==> src/rtl/microwave_timer.sv <==
// microwave_timer: MM:SS BCD countdown with keypad shift entry and a per-second prescaler.
module microwave_timer #(
  parameter int TICKS_PER_SEC = 1000000,
  parameter int PRE_W = 20
) (
  input  logic       clk,
  input  logic       rst,
  input  logic       en,
  input  logic       clearn,
  input  logic       key_valid,
  input  logic [3:0] key_digit,
  output logic [3:0] min_tens,
  output logic [3:0] min_ones,
  output logic [3:0] sec_tens,
  output logic [3:0] sec_ones,
  output logic       timer_done,
  output logic       running
);
  logic [3:0] mt_q, mo_q, st_q, so_q, mt_d, mo_d, st_d, so_d;
  logic [PRE_W-1:0] pre_q, pre_d;
  logic zero, tick, b_st, b_mo;
  always_comb begin
    zero = {mt_q, mo_q, st_q, so_q} == 16'd0;
    tick = pre_q == PRE_W'(TICKS_PER_SEC - 1);
    b_st = so_q == 4'd0;
    b_mo = b_st && st_q == 4'd0;
    mt_d = mt_q;
    mo_d = mo_q;
    st_d = st_q;
    so_d = so_q;
    pre_d = pre_q;
    if (!clearn) begin
      {mt_d, mo_d, st_d, so_d} = 16'd0;
      pre_d = '0;
    end else if (key_valid && !en && key_digit <= 4'd9) begin
      {mt_d, mo_d, st_d, so_d} = {mo_q, st_q, so_q, key_digit};
    end else if (en && !zero) begin
      // prescaler is left untouched whenever en is low so a paused second resumes where it stopped
      pre_d = tick ? '0 : pre_q + PRE_W'(1);
      if (tick) begin
        so_d = b_st ? 4'd9 : so_q - 4'd1;
        st_d = b_st ? (st_q == 4'd0 ? 4'd5 : st_q - 4'd1) : st_q;
        mo_d = b_mo ? (mo_q == 4'd0 ? 4'd9 : mo_q - 4'd1) : mo_q;
        mt_d = (b_mo && mo_q == 4'd0) ? mt_q - 4'd1 : mt_q;
      end
    end
  end
  always_ff @(posedge clk) begin
    if (rst) begin
      {mt_q, mo_q, st_q, so_q} <= 16'd0;
      pre_q <= '0;
    end else begin
      {mt_q, mo_q, st_q, so_q} <= {mt_d, mo_d, st_d, so_d};
      pre_q <= pre_d;
    end
  end
  assign min_tens = mt_q;
  assign min_ones = mo_q;
  assign sec_tens = st_q;
  assign sec_ones = so_q;
  assign timer_done = zero;
  assign running = en & ~zero;
endmodule
==> config.mk <==
export PLATFORM = sky130hd
export DESIGN_NAME = microwave_timer
export DESIGN_NICKNAME = d
export VERILOG_FILES = /design/src/rtl/microwave_timer.sv
export SDC_FILE = /design/constraint.sdc
export NUM_CORES = 1
export LEC_CHECK = 0
export ABC_AREA = 1
export CAP_MARGIN = 20
export CELL_PAD_IN_SITES_DETAIL_PLACEMENT = 2
export CELL_PAD_IN_SITES_GLOBAL_PLACEMENT = 2
export CORE_MARGIN = 2
export CORE_UTILIZATION = 31
export DETAILED_ROUTE_END_ITERATION = 7
export GPL_TIMING_DRIVEN = 0
export PLACE_DENSITY = 0.85
export SLEW_MARGIN = 10
export SYNTH_ARGS = -nofsm -noshare
export SYNTH_HDL_FRONTEND = slang
export SYNTH_SLANG_ARGS = --single-unit
export TNS_END_PERCENT = 30
==> constraint.sdc <==
create_clock -name clk -period 1.8 [get_ports clk]
set_input_delay 0.36 -clock clk [delete_from_list [all_inputs] [get_ports clk]]
set_output_delay 0.36 -clock clk [all_outputs]
set_load 0.01 [all_outputs]
==> results.md <==
- The adder-cell share of the synthesized area is roughly 1.5%.
- Clock tree synthesis found a total of 36 sinks.
- In the routed design, unresolved DRC markers number 0.
- The combined buffer and inverter count along the critical path is 2.
- The die is roughly 94 um wide.
- The number of max-slew violations in the final report is 0.
- The distinct cell type count of the synthesized netlist is 35.
- The net count after synthesis is between 400 and 500.
- The growth of design area from synthesis to finish is 27.4%.
- TritonCTS built the clock tree.
- The worst register-to-register path has a depth of 11.
- The combinational family with the most area after synthesis is simple AND/OR/NAND/NOR gates.
- Of the total synthesized cell area, the portion taken by XOR and XNOR cells is roughly 1.8%.
- The average routed wire per standard cell is about 16 um.
- Setup repair after global routing could not meet its margin everywhere.
- Data on the critical path is required at its endpoint by 1.44 ns.
- The number of global-route vias before repair is about 2,800.
- No sink is reached through more buffers than the 2 on the longest clock path.
- The commonest non-fill, non-tap cell in the layout is nand2_1.
- The arrival time reported for the critical path endpoint is between 1 and 1.5 ns.
- Traced cell by cell, the critical path runs through nor2_4 -> nand2_2 -> nor2_4 -> nand2_4 -> nand2_4 -> inv_8 -> buf_2.
- The kind of launch point of the worst setup path is a flop.
- The multiplexer share of the synthesized area is 0%.
- The switching power total is 0.514 mW.
- The cell area reported after detailed placement is about 2900 um^2.
- The first-pass detailed-route iteration total is 4.
- Entering global routing, the biggest net connects 17 pins.
- The height of the die is roughly 94 um.
- In the final layout, the share of cells above drive strength 1 is between 20% and 30%.
- The sort of element at the end of the critical path is an output pin.
- Summed over all cells, the static leakage comes to ~1.4 nW.
- The largest single stage delay on the critical path is between 0.3 and 0.4 ns.
- The tree is rooted in a clkbuf_8.
- Tracing the worst setup path back leads to its startpoint at sec_tens[0]$_SDFFE_PP0P_.
- The initial antenna violation count came to 0.
- The critical path runs through a total of 7 cells.
- Net switching is approximately 29% of the power.
- The total of endpoints with negative setup slack in the final report is 0.
- Wires add up to about 8500 um.
- The source of the worst register-to-register timing path is sec_tens[0]$_SDFFE_PP0P_.
- Hold repair after CTS inserted 0 buffers.
- The first global-routing pass estimated between 10,000 and 15,000 um of wire.
- The violation count after the first detailed-route iteration is 40.
- The worst min-delay path startpoint is pre_q[0]$_SDFFE_PP0P_.
- The diode insertion count for antenna repair is 0.
- Of the total synthesized cell area, the portion taken by AND, OR, NAND and NOR gates is 48.1%.
- The count of flip-flops with a built-in enable after synthesis is 0.
- The flow ran to the end, and the final reports show no timing, DRC or antenna violations.
- The core region is between 7000 and 8000 um^2.
- In the routed layout, each cell is associated on average with a via count of 4.93.
- The remaining antenna violation count after routing is 0.
- The global-route total usage across every layer is about a fifth.
- Combinational cells account for 17.7% of the total power.
- The top cell family by delay on the critical path is simple AND/OR/NAND/NOR gates.
- The type of the most critical hold path is flop to flop.
- 27 I/O pins were placed.
- Of the synthesized area, sequential elements account for roughly 29%.
- The deepest level of the CTS H-tree is 2.
- Among all stages on the critical path, the largest delay is contributed by dfxtp_2.
- At the pin with the least slew margin, the transition time is 0.387 ns.
- Once the floorplan was initialized, standard cells occupied between 30% and 40% of the core.
- In the layout the commonest cells are nand2_1 (100), nor2_1 (63), inv_1 (47), dfxtp_1 (25), clkdlybuf4s50_1 (23).
- The synthesized area is 2490 um^2.
- After legalization and detailed placement, the total HPWL measured between 6000 and 7000 um.
- In the finished design, the share of the clock period the worst path needs comes to approximately 98%.
- The final layout net count is roughly 440.
- In the synthesized netlist the dominant register cell turns out to be dfxtp_1.
- The final cell area excluding filler cells is 3170 um^2.
- After synthesis the netlist holds a flip-flop and latch count of 36.
- The insertion delay to the later sink of the worst-skew pair is around 0.3 ns.
- Power comes to approximately 1.8 mW.
- The area of the die is between 8000 and 9000 um^2.
- The remaining global-route overflow is 0.
- Internal power comes to 1.27 mW.
- The number of instances in the synthesized netlist is roughly 400.
- Headroom to the max-slew limit came out at roughly 74%.
- The number of buffers inserted during clock tree synthesis is 5.
- The compound-gate portion of the synthesized area is just under 8%.
- The initialized floorplan defines 32 standard-cell rows.
- The worst hold path passes through 2 cells.
- After filler insertion, the fill cell instance count of the layout stands at 960.
- After clock tree synthesis, the clock-pin slew on the worst setup and hold paths is ~0.080 ns.
- The critical path class is flop to output pin.
- The final count of hold timing violations is 0.
- The worst setup skew after layout is approximately 0.0095 ns.
- The peak fanout along the critical path is 16.
- The final route contains between 2,000 and 3,000 vias.
- In this run the power density over the cells is roughly 560 nW/um^2.
- Yosys printed 0 warnings.
- Max-cap violations in this run came to 0.
- The fmax is 569 MHz.
- Counting flops with an async set or reset pin after synthesis yields a share of 0%.
- The number of buffers added on ports is 26.
- The worst path needs around 1.8 ns of the cycle, external delays included.
- The post-synthesis area per instance is between 6 and 7 um^2.
- The last weighted congestion value of the routability-driven placer is slightly below 0.8.
- VDD sags by at most around 0.00033 V.
- The part of the power in the clock network is 36.8%.
- Registers are responsible for 45.5% of the overall power.
[cell usage after synthesis (2+ instances only)]
library cell	count	area (um^2)
a21oi_1	10	50.1
and3_1	2	12.5
buf_2	4	20.0
buf_4	2	15.0
buf_6	3	33.8
buf_8	2	30.0
dfxtp_1	36	721
ha_1	3	37.5
inv_1	50	188
inv_2	3	11.3
nand2_1	105	394
nand2_2	5	31.3
nand2_4	4	45.0
nand3_1	17	85.1
nand3_2	4	40.0
nand3_4	2	35.0
nand4_1	13	81.3
nor2_1	73	274
nor2_2	3	18.8
nor2_4	5	56.3
nor3_1	6	30.0
nor3_2	2	20.0
nor3b_2	3	37.5
o21ai_0	14	70.1
o21ai_1	5	25.0
xor2_1	4	35.0
[tightest hold or removal path, delay by kind of cell (launching register included)]
family          cells  cell delay [ns]
compound gates      1             0.05
simple gates        1             0.07
flops               1             0.33
[through the flow]
stage	hold WS [ns]	util (%)	setup slack, ns	TNS (ns)	instances
final	0.486	40.8	0.0440	0	534
after global routing	0.521	40.8	-0.0498	-0.147	534
after CTS	0.489	39.3	-0.0810	-0.160	527
after detailed placement	0.477	37.0	-0.562	-12.53	517
after global placement	0.465	37.0	-0.552	-11.56	517
after floorplan	0.452	-	0.223	0	389
[what timing repair did]
action | CTS | global route
setup buffers | 4 | 7
setup endpoints to repair | 27 | 36
pin swaps | 5 | 9
gates resized for setup | 33 | 27
cloned | 0 | 0
[power groups by stage]
stage	clock network (mW)	registers, mW	logic (mW)
3_3_place_gp	0	0.828	0.277
3_5_place_dp	0	0.829	0.284
5_1_grt	0.713	0.811	0.345
6_report	0.656	0.810	0.316
2_1_floorplan	0	0.829	0.182
4_1_cts	0.674	0.809	0.298
[sequential cells by signal, summed over array words and instances, names as in the netlist]
name / count
pre_q: 20
sec_ones: 4
min_tens: 4
min_ones: 4
sec_tens: 4
[logic make-up after synthesis]
group                      after synthesis
and+or+nand+nor                        247
buffers and inverters                   64
AOI/OAI and AO/OA                       34
xor gates and xnor gates                 5
DFF                                     36
adders and majority gates                3
[cell type report]
cell class | count | area [um^2] | area share [%]
multi-input cells | 289 | 1570 | 49.4
repair buffers | 37 | 339 | 10.7
clock buffers | 7 | 96.3 | 3.04
plain buffers | 10 | 96.3 | 3.04
well taps | 102 | 128 | 4.03
inverters | 53 | 206 | 6.52
flip-flops and latches | 36 | 737 | 23.3
[worst paths after layout]
check / end / slack [ns]
max reg2reg: pre_q[10]$_SDFFE_PP0P_ / 0.09
min: pre_q[0]$_SDFFE_PP0P_ / 0.49
max: running / 0.04
min reg2reg: pre_q[0]$_SDFFE_PP0P_ / 0.49
[routing by layer]
layer  routed length [um]  track usage [%]
met2                 4690             40.4
met1                 3580             22.2
met5                    0                0
met4                   55             3.38
met3                  164             3.71
No activity file was read; power rests on OpenSTA's default activity.
